## src/rtl/calc_pkg.sv

```systemverilog
// Width helpers shared by the LED matrix datapath.
// The frame RAM write port is byte wide; its address is {row, column, byte}.
package calc_pkg;

    function automatic int num_data_a_bits();
        return 8;
    endfunction

    function automatic int num_address_a_bits(input int bytes_per_pixel,
                                              input int pixel_width,
                                              input int pixel_halfheight);
        return $clog2(bytes_per_pixel) + $clog2(pixel_width) + $clog2(2 * pixel_halfheight);
    endfunction

endpackage

```

## src/rtl/ctrl_pkg.sv

```systemverilog
// Opcodes and decoder states for the LED panel command stream.
package ctrl_pkg;

    localparam logic [7:0] OP_RED_ON    = "R";
    localparam logic [7:0] OP_GREEN_ON  = "G";
    localparam logic [7:0] OP_BLUE_ON   = "B";
    localparam logic [7:0] OP_RED_OFF   = "r";
    localparam logic [7:0] OP_GREEN_OFF = "g";
    localparam logic [7:0] OP_BLUE_OFF  = "b";
    localparam logic [7:0] OP_BRIGHT    = "T";
    localparam logic [7:0] OP_FRAME     = "F";
    localparam logic [7:0] OP_LINE      = "L";
    localparam logic [7:0] OP_WATCHDOG  = "W";

    typedef enum logic [2:0] {
        ST_IDLE,
        ST_ROW_SEL,
        ST_ROW_DATA,
        ST_BRIGHT,
        ST_WD_SIG
    } state_t;

endpackage

```

## src/rtl/control_watchdog.sv

```systemverilog
// Keep-alive watchdog: checks a multi-byte signature (MSB first), arms and
// reloads on a full match, then counts down and emits a one-cycle pulse on expiry.
module control_watchdog #(
    parameter int                            SIGNATURE_BITS    = 32,
    parameter logic [SIGNATURE_BITS-1:0]     SIGNATURE_PATTERN = 32'h5A5A_A5A5,
    parameter int                            CONTROL_TICKS     = 22_000_000
) (
    input  logic       clk_in,
    input  logic       reset,
    input  logic       sig_start_i,
    input  logic       sig_valid_i,
    input  logic [7:0] sig_byte_i,
    output logic       sig_last_o,
    output logic       watchdog_reset_o
);

    localparam int SIG_BYTES = SIGNATURE_BITS / 8;
    localparam int IDX_W     = (SIG_BYTES > 1) ? $clog2(SIG_BYTES) : 1;
    localparam int CNT_W     = (CONTROL_TICKS > 1) ? $clog2(CONTROL_TICKS) : 1;
    localparam logic [IDX_W-1:0] LAST_IDX = IDX_W'(SIG_BYTES - 1);
    localparam logic [CNT_W-1:0] RELOAD   = CNT_W'(CONTROL_TICKS - 1);

    logic [IDX_W-1:0] idx_q, idx_d;
    logic             match_q, match_d;
    logic             armed_q, armed_d;
    logic [CNT_W-1:0] count_q, count_d;
    logic             pulse_q, pulse_d;
    logic [7:0]       expected_byte;
    logic             sig_hit;

    assign expected_byte    = SIGNATURE_PATTERN[8 * (SIG_BYTES - 1 - int'(idx_q)) +: 8];
    assign sig_hit          = (sig_byte_i == expected_byte);
    assign sig_last_o       = (idx_q == LAST_IDX);
    assign watchdog_reset_o = pulse_q;

    // Reload is evaluated after the countdown so a valid signature landing on
    // the expiry cycle suppresses the pulse.
    always_comb begin
        idx_d   = idx_q;
        match_d = match_q;
        armed_d = armed_q;
        count_d = count_q;
        pulse_d = 1'b0;

        if (armed_q) begin
            if (count_q == '0) begin
                pulse_d = 1'b1;
                armed_d = 1'b0;
                count_d = '0;
            end else begin
                count_d = count_q - CNT_W'(1);
            end
        end

        if (sig_start_i) begin
            idx_d   = '0;
            match_d = 1'b1;
        end else if (sig_valid_i) begin
            if (sig_last_o) begin
                idx_d = '0;
                if (match_q && sig_hit) begin
                    armed_d = 1'b1;
                    count_d = RELOAD;
                    pulse_d = 1'b0;
                end
            end else begin
                idx_d   = idx_q + IDX_W'(1);
                match_d = match_q && sig_hit;
            end
        end
    end

    always_ff @(posedge clk_in) begin
        if (reset) begin
            idx_q   <= '0;
            match_q <= 1'b1;
            armed_q <= 1'b0;
            count_q <= '0;
            pulse_q <= 1'b0;
        end else begin
            idx_q   <= idx_d;
            match_q <= match_d;
            armed_q <= armed_d;
            count_q <= count_d;
            pulse_q <= pulse_d;
        end
    end

endmodule

```

## src/rtl/led_control_module.sv

```systemverilog
// Byte-stream command decoder for the LED matrix: writes pixel rows to frame RAM
// and holds channel enables, brightness mask, frame select and the watchdog.
module led_control_module
    import ctrl_pkg::*;
#(
    parameter int BYTES_PER_PIXEL            = 2,
    parameter int PIXEL_WIDTH                = 64,
    parameter int PIXEL_HEIGHT               = 32,
    parameter int PIXEL_HALFHEIGHT           = 16,
    parameter int BRIGHTNESS_LEVELS          = 6,
    parameter int WATCHDOG_SIGNATURE_BITS    = 32,
    parameter logic [WATCHDOG_SIGNATURE_BITS-1:0] WATCHDOG_SIGNATURE_PATTERN = 32'h5A5A_A5A5,
    parameter int WATCHDOG_CONTROL_TICKS     = 22_000_000,
    parameter int _UNUSED                    = 0
) (
    input  logic                          clk_in,
    input  logic                          reset,
    input  logic [7:0]                    data_rx,
    input  logic                          data_ready_n,
    output logic                          busy,
    output logic                          ready_for_data,
    output logic [2:0]                    rgb_enable,
    output logic [BRIGHTNESS_LEVELS-1:0]  brightness_enable,
    output logic                          frame_select,
    output logic                          watchdog_reset,
    output logic [calc_pkg::num_data_a_bits()-1:0] ram_data_out,
    output logic [calc_pkg::num_address_a_bits(BYTES_PER_PIXEL, PIXEL_WIDTH, PIXEL_HALFHEIGHT)-1:0] ram_address,
    output logic                          ram_write_enable,
    output logic                          ram_clk_enable,
    output logic [7:0]                    num_commands_processed
);

    localparam int ROW_W  = $clog2(PIXEL_HEIGHT);
    localparam int COL_W  = $clog2(PIXEL_WIDTH);
    localparam int BYTE_W = $clog2(BYTES_PER_PIXEL);
    localparam int ADDR_W = calc_pkg::num_address_a_bits(BYTES_PER_PIXEL, PIXEL_WIDTH, PIXEL_HALFHEIGHT);
    localparam int DATA_W = calc_pkg::num_data_a_bits();

    // The ignored _UNUSED parameter is folded into this check so it is referenced.
    if (PIXEL_HALFHEIGHT * 2 != PIXEL_HEIGHT + (_UNUSED * 0)) begin : g_bad_halfheight
        $error("PIXEL_HALFHEIGHT must equal PIXEL_HEIGHT/2");
    end

    state_t                         state_q;
    logic [ROW_W-1:0]               row_q;
    logic [COL_W-1:0]               col_q;
    logic [BYTE_W-1:0]              byte_q;
    logic [2:0]                     rgb_q;
    logic [BRIGHTNESS_LEVELS-1:0]   bright_q;
    logic                           frame_q;
    logic [DATA_W-1:0]              ram_data_q;
    logic [ADDR_W-1:0]              ram_addr_q;
    logic                           ram_we_q;
    logic [7:0]                     cmd_count_q;

    logic                           sig_start;
    logic                           sig_valid;
    logic                           sig_last;

    assign sig_start = data_ready_n && (state_q == ST_IDLE) && (data_rx == OP_WATCHDOG);
    assign sig_valid = data_ready_n && (state_q == ST_WD_SIG);

    control_watchdog #(
        .SIGNATURE_BITS    (WATCHDOG_SIGNATURE_BITS),
        .SIGNATURE_PATTERN (WATCHDOG_SIGNATURE_PATTERN),
        .CONTROL_TICKS     (WATCHDOG_CONTROL_TICKS)
    ) u_watchdog (
        .clk_in           (clk_in),
        .reset            (reset),
        .sig_start_i      (sig_start),
        .sig_valid_i      (sig_valid),
        .sig_byte_i       (data_rx),
        .sig_last_o       (sig_last),
        .watchdog_reset_o (watchdog_reset)
    );

    // Every strobe is consumed by whichever state is current; row bytes are
    // addressed column-descending with the byte index changing fastest.
    always_ff @(posedge clk_in) begin
        if (reset) begin
            state_q     <= ST_IDLE;
            row_q       <= '0;
            col_q       <= '0;
            byte_q      <= '0;
            rgb_q       <= 3'b111;
            bright_q    <= '1;
            frame_q     <= 1'b0;
            ram_data_q  <= '0;
            ram_addr_q  <= '0;
            ram_we_q    <= 1'b0;
            cmd_count_q <= '0;
        end else begin
            ram_we_q <= 1'b0;
            if (data_ready_n) begin
                case (state_q)
                    ST_IDLE: begin
                        case (data_rx)
                            OP_RED_ON:    begin rgb_q[2] <= 1'b1; cmd_count_q <= cmd_count_q + 8'd1; end
                            OP_GREEN_ON:  begin rgb_q[1] <= 1'b1; cmd_count_q <= cmd_count_q + 8'd1; end
                            OP_BLUE_ON:   begin rgb_q[0] <= 1'b1; cmd_count_q <= cmd_count_q + 8'd1; end
                            OP_RED_OFF:   begin rgb_q[2] <= 1'b0; cmd_count_q <= cmd_count_q + 8'd1; end
                            OP_GREEN_OFF: begin rgb_q[1] <= 1'b0; cmd_count_q <= cmd_count_q + 8'd1; end
                            OP_BLUE_OFF:  begin rgb_q[0] <= 1'b0; cmd_count_q <= cmd_count_q + 8'd1; end
                            OP_FRAME:     begin frame_q <= ~frame_q; cmd_count_q <= cmd_count_q + 8'd1; end
                            OP_BRIGHT:    state_q <= ST_BRIGHT;
                            OP_LINE:      state_q <= ST_ROW_SEL;
                            OP_WATCHDOG:  state_q <= ST_WD_SIG;
                            default:      ;
                        endcase
                    end
                    ST_ROW_SEL: begin
                        row_q   <= data_rx[ROW_W-1:0];
                        col_q   <= COL_W'(PIXEL_WIDTH - 1);
                        byte_q  <= BYTE_W'(BYTES_PER_PIXEL - 1);
                        state_q <= ST_ROW_DATA;
                    end
                    ST_ROW_DATA: begin
                        ram_we_q   <= 1'b1;
                        ram_addr_q <= {row_q, col_q, byte_q};
                        ram_data_q <= data_rx;
                        if (byte_q == '0) begin
                            if (col_q == '0) begin
                                state_q     <= ST_IDLE;
                                cmd_count_q <= cmd_count_q + 8'd1;
                            end else begin
                                col_q  <= col_q - 1'b1;
                                byte_q <= BYTE_W'(BYTES_PER_PIXEL - 1);
                            end
                        end else begin
                            byte_q <= byte_q - 1'b1;
                        end
                    end
                    ST_BRIGHT: begin
                        bright_q    <= data_rx[BRIGHTNESS_LEVELS-1:0];
                        state_q     <= ST_IDLE;
                        cmd_count_q <= cmd_count_q + 8'd1;
                    end
                    ST_WD_SIG: begin
                        if (sig_last) begin
                            state_q     <= ST_IDLE;
                            cmd_count_q <= cmd_count_q + 8'd1;
                        end
                    end
                    default: state_q <= ST_IDLE;
                endcase
            end
        end
    end

    assign busy                   = (state_q != ST_IDLE);
    assign ready_for_data         = ~busy;
    assign rgb_enable             = rgb_q;
    assign brightness_enable      = bright_q;
    assign frame_select           = frame_q;
    assign ram_data_out           = ram_data_q;
    assign ram_address            = ram_addr_q;
    assign ram_write_enable       = ram_we_q;
    assign ram_clk_enable         = ram_we_q;
    assign num_commands_processed = cmd_count_q;

endmodule

```

## config.mk

```make
export PLATFORM = sky130hd
export DESIGN_NAME = led_control_module
export DESIGN_NICKNAME = d
export VERILOG_FILES = /design/src/rtl/calc_pkg.sv /design/src/rtl/ctrl_pkg.sv /design/src/rtl/control_watchdog.sv /design/src/rtl/led_control_module.sv
export SDC_FILE = /design/constraint.sdc
export NUM_CORES = 1
export LEC_CHECK = 0
export ABC_CLOCK_PERIOD_IN_PS = 3460
export CORE_UTILIZATION = 38
export DETAILED_ROUTE_END_ITERATION = 10
export MAX_ROUTING_LAYER = met4
export PLACE_DENSITY = 0.66
export SLEW_MARGIN = 15
export SYNTH_ARGS = -nofsm -noshare
export SYNTH_HDL_FRONTEND = slang
export SYNTH_SLANG_ARGS = --single-unit
```

## constraint.sdc

```tcl
create_clock -name clk_in -period 3.46 [get_ports clk_in]
set_input_delay 0.692 -clock clk_in [delete_from_list [all_inputs] [get_ports clk_in]]
set_output_delay 0.692 -clock clk_in [all_outputs]
set_load 0.01 [all_outputs]
```

# Word level (Yosys, flattened, before mapping)
# Cells that the tools add are included.
totals:
  romBits: 0
  reg_bits: 84
  output_inout_bits: 43
  latchBits: 0
  mem_bits_rw: 0
  in_bits: 11
  memories: 0
classes:
  n_eq_ne: 22
  shift: 1
  bitwise_logic: 4
  n_addsub: 6
  n_reduce_logical: 28
  magnitude_cmp: 0
  n_mux: 39
  n_mul: 0
  div_mod_pow: 0
op_table:
  columns: ["operator", "n"]
  rows:
  - ["two-way mux 25 bit", 6]
  - ["equality test 8 x 7 -> 1 bit (second input constant)", 10]
  - ["two-way mux 8 bit", 4]
  - ["case mux 8 bit (4 select lines)", 1]
  - ["variable part select 32 x 32 -> 8 bit (first input constant)", 1]
  - ["logical NOT 25 bit", 1]
  - ["subtractor 25 x 1 -> 25 bit (second input constant)", 1]
  - ["two-way mux 1 bit", 15]
  - ["two-way mux 6 bit", 2]
  - ["case mux 3 bit (4 select lines)", 1]
  - ["case mux 6 bit (2 select lines)", 1]
  - ["AND reduction 3 bit", 4]
  - ["!= test 2 bit (second input constant)", 5]
  - ["AND reduction 2 bit", 5]
  - ["two-way mux 3 bit", 3]
  - ["case mux 3 bit (3 select lines)", 1]
  - ["adder 8 x 1 -> 8 bit (second input constant)", 1]
  - ["equality test 8 bit", 1]
  - ["case mux 1 bit (2 select lines)", 4]
  - ["nonzero test 2 bit", 4]
  - ["OR reduction 7 bit", 1]
  - ["equality test 3 x 2 -> 1 bit (second input constant)", 2]
  - ["logical NOT 6 bit", 1]
  - ["AND reduction 6 bit", 1]
  - ["17 further kinds", 24]

# Logic depth before layout (Yosys ltp)
depth:
  word_depth: 8
  mapped_depth: 8
  ltp_nobuf: 7

# By module
# A second synthesis with hierarchy kept.
hier_totals:
  hier_cells: 496
  hier_area_um2: 4182.8
modules_own_cells:
  columns: ["mod", "cells_each", "n_inst", "seq_area_each_um2", "area_per_inst_um2"]
  rows:
  - ["led_control_module", 303, 1, 1081.0, 2453.6]
  - ["control_watchdog", 193, 1, 600.6, 1729.2]

# Worst setup path before layout
# Ideal clock, no wire load.
synth_path:
  kind: "input to register"
  from: "in data_rx[2]"
  to: "reg state_q[1]"
  setup_time_ns: 0.070
  t_arrival_ns: 2.347
  t_required_ns: 3.390
  path_slack_ns: 1.042
  cell_stages: 6
  path_cell_list: "clkbuf_1 or4b_1 or4_1 o311a_1 or3_1 a21oi_1"
synth_via:
  elab_chain_len: 3
  elab_cells_between_ends: 7
synth_lines:
  columns: ["element", "line_no", "text"]
  rows:
  - ["start, declared", "led_control_module.sv:18", "input logic [7:0] data_rx,"]
  - ["equality test 8 x 7 -> 1 bit", "led_control_module.sv:97", "case (data_rx)"]
  - ["case mux 3 bit (3 select lines) or != test 4 x 1 -> 1 bit (tied branches)", null, null]
  - ["case mux 3 bit (4 select lines) or AND reduction 5 bit (tied branches)", null, null]
  - ["end signal, assigned", "led_control_module.sv:105", "OP_BRIGHT: state_q <= ST_BRIGHT;"]
  - ["end signal, assigned", "led_control_module.sv:106", "OP_LINE: state_q <= ST_ROW_SEL;"]
  - ["end signal, assigned", "led_control_module.sv:107", "OP_WATCHDOG: state_q <= ST_WD_SIG;"]
  - ["end, declared", "led_control_module.sv:44", "state_t state_q;"]
# Parallel ways exist; a longest one is shown, timed or not.
# A chain may end at the register's enable or synchronous reset.

# Worst setup path after layout
layout_path:
  from: "in data_rx[0]"
  to: "reg cmd_count_q[5], in the netlist num_commands_processed[5]"
layout_via:
  elab_chain_len: 4
  elab_cells_between_ends: 10
layout_lines:
  columns: ["element", "line_no", "text"]
  rows:
  - ["equality test 8 x 7 -> 1 bit", "led_control_module.sv:97", null]
  - ["OR reduction 7 bit (no line) *", null, null]
  - ["!= test 2 bit (no line) *", null, null]
  - ["AND reduction 6 bit (no line) *", null, null]
  - ["end signal, assigned", "led_control_module.sv:104", "OP_FRAME: begin frame_q <= ~frame_q; cmd_count_q <= cmd_count_q + 8'd1; end"]
  - ["end signal, assigned", "led_control_module.sv:124", "cmd_count_q <= cmd_count_q + 8'd1;"]
  - ["end signal, assigned", "led_control_module.sv:136", "cmd_count_q <= cmd_count_q + 8'd1;"]
  - ["end, declared", "led_control_module.sv:54", "logic [7:0] cmd_count_q;"]
# Mark *: on every way between the ends. The rest lies on a longest branch, timed or not.

==> run metrics <==
fraction of registers with async set/reset 0%; Core Rows 36; fmax 378 MHz; antenna violations before repair 0; IO Port Bufs 53; Buf/Inv on CP 1; WL per Instance 13.8 microns; EDFF count, synth 0; Max-cap violations 0; chip width 104 microns; layout filler cell count roughly 950; Setup Total Neg Slack 0 ns; leak pwr between 1.5 and 2 nW; Worst path slowest cell clkdlybuf4s50_1; Synth area leaders dfxtp_1 (43%), nand2_1 (6.9%), a21oi_1 (5.9%); Critical Path AT approximately 3 ns; relative slew slack 30.6%; measured slew at the worst slew-check pin between 1 and 1.5 ns; status finished clean; fin. max-slew vios 0; min Tclk post-route roughly 2.6 ns; P per Cell Area 394 nW/um^2; CTS clk-pin slew, worst paths 0.09 ns; register area share after synthesis between 40% and 50%; CP Launch Type input pin; min-delay src ram_address[11]; Max H-tree Level 3; CP top delay family simple AND/OR/NAND/NOR gates; Primary FF master, synth dfxtp_1; first-pass iteration count of the detailed router 5; clk_lat worst skew 0.36 ns; crit-path max FO 16; CTS tree yes; post-cts gate resize count 0; Syn Area/Cell slightly above 8 sq um; final core utilization 47.9%; Initial Util 39.6%; Inst Count DP between 600 and 700; GP Congestion approximately 0.8; Post-Syn Nets ~500; # diodes 0; Post-Syn Instances 475; cell depth of the worst setup path 6; initial drt markers 150; root buffer cell clkbuf_8; Hold Fails Final Rpt 0; Core Region just under 10,000 sq um; Worst Skew approximately 0.010 ns; crit-path max cell delay slightly below 0.7 ns; R2R Setup Slk between 0.9 and 1 ns; first-pass GRT wire length 15,500 microns; worst setup slack after layout 0.814 ns; Final ANT Viol Nets 0; total congestion overflow 0; Worst Setup End Kind flip-flop; post-route clock period utilization about three quarters; drt total wl between 9000 and 10,000 microns; clk sinks between 80 and 90; Power Total between 1.5 and 2 mW; Synth top area share roughly 43%; Post-Layout Cell Count between 600 and 700; routed via count ~3,500; Hold Path Depth 2; DIE AREA about 11,000 sq um; Seq. cell area 1680 sq um; FF-to-FF End u_watchdog.count_q[19]; Worst EP required 3.74 ns; Cell Chain, Critical Path clkdlybuf4s50_1 -> nand2b_1 -> a31oi_1 -> o31a_1 -> or4b_2 -> a21oi_1; share of post-route cells with drive strength above 1 6.53%; mapped cell area ~3900 sq um; Area Growth Syn to Fin 21.0%; final setup fails 0; pre-CTS setup slack between 0.4 and 0.5 ns; largest net degree at the start of global routing between 60 and 70; CTS buffer count 9; Multi-input gate area ~2100 sq um; hold crit path type reg2reg; Post-DP HPWL 6290 microns; Syn. warnings 0; RSZ-0062 raised after global routing no; Vias per Instance between 5 and 6; Clock Path Buffers 2; Total GRT Usage roughly 18%; leading area contributor after synthesis dfxtp_1; DRC violations left 0; #FFs+latches synth between 80 and 90; number of global-route vias before repair between 3,000 and 4,000; placed standard-cell area 4540 sq um; Ports 54; WHS Endpoint ram_address[11]; hold buffer count at cts 0; Peak VDD IR 0.000188 V; die height between 100 and 150 microns; R2R depth 5; Final Cell Area around 4800 sq um; Yosys cell types 49; r2r startpoint u_watchdog.count_q[9]; worst hold slack 0.457 ns; crit path kind in2reg; total setup buffers inserted after CTS 0; # nets final about 530
worst reg2reg max path, delay by kind of cell, from the launching register on:
family / cells / cell delay, ns
flops: 1 / 0.34
simple gates: 3 / 1.03
compound gates: 2 / 0.97
report_power, final:
| group | total (mW) | switching, mW | leakage, nW | internal [mW] |
|---|---|---|---|---|
| sequential | 0.991 | 0.0139 | 0.677 | 0.977 |
| combinational | 0.150 | 0.0927 | 0.979 | 0.0572 |
| clock | 0.731 | 0.372 | 0.0995 | 0.360 |
| total | 1.87 | 0.478 | 1.76 | 1.39 |
cells in the final DEF, fill, tap and decap left out, types with 6 or more instances in the layout:
master	count
xor2_1	20
ha_1	6
mux2i_1	10
dfxtp_1	84
nor2_1	42
nand3_1	19
o21ai_0	11
or4_1	10
a21oi_1	46
clkdlybuf4s50_1	52
nand2b_1	10
nand2_1	72
nand4_1	8
inv_1	15
clkbuf_8	10
a31oi_1	9
nor3_1	11
layout make-up:
cell class	instances	area share, %
Clock buffer	10	2.90
Clock inverter	6	1.50
Inverter	15	1.19
Tap cell	133	3.50
Timing Repair Buffer	57	11.7
Sequential cell	84	35.4
Multi-Input combinational cell	349	43.8
cell families (layout without fill, tap and decap cells):
logic type      Yosys count  after routing  synth area share [%]
buf+inv                  42             88                  4.14
compound gates           91             91                  14.0
flops                    84             84                  42.8
simple gates            219            219                  29.4
fa+ha+maj                 6              6                  1.91
xor+xnor                 23             23                  5.13
mux                      10             10                  2.55
metal layers:
metal	wire [microns]	global-route usage [%]	vias to the layer above	part of all wire [%]
met5	0	-	-	0
met4	131	6.73	0	1.5
met3	409	2.83	10	4.5
met2	3980	27.3	83	44
met1	4510	24.1	1627	50
li1	-	-	1753	-
cell usage after synthesis, drive strengths merged, types with 5 or more instances:
master and n:
a21oi 46, a31oi 9, clkbuf 25, dfxtp 84, ha 6, inv 15, mux2i 10, nand2 72
nand2b 10, nand3 20, nand4 8, nor2 42, nor2b 5, nor3 11, nor4 6, o21ai 11
o31ai 5, o41ai 5, or3 5, or4 10, or4b 5, xor2 20
registers in the layout, indices dropped and copies added (netlist names), 3 cells and up:
register,count
u_watchdog.count_q,25
ram_address,12
num_commands_processed,8
ram_data_out,8
brightness_enable,6
col_q,6
row_q,5
rgb_enable,3
state_q,3
worst max path at each step:
stage	startpoint	end
floorplan	data_rx[2]	state_q[1]
global placement	data_rx[0]	state_q[1]
detailed placement	data_rx[0]	num_commands_processed[5]
CTS	data_rx[0]	num_commands_processed[5]
global route	data_rx[0]	num_commands_processed[5]
finish	data_rx[0]	num_commands_processed[5]
No activity file was read; power rests on OpenSTA's default activity.
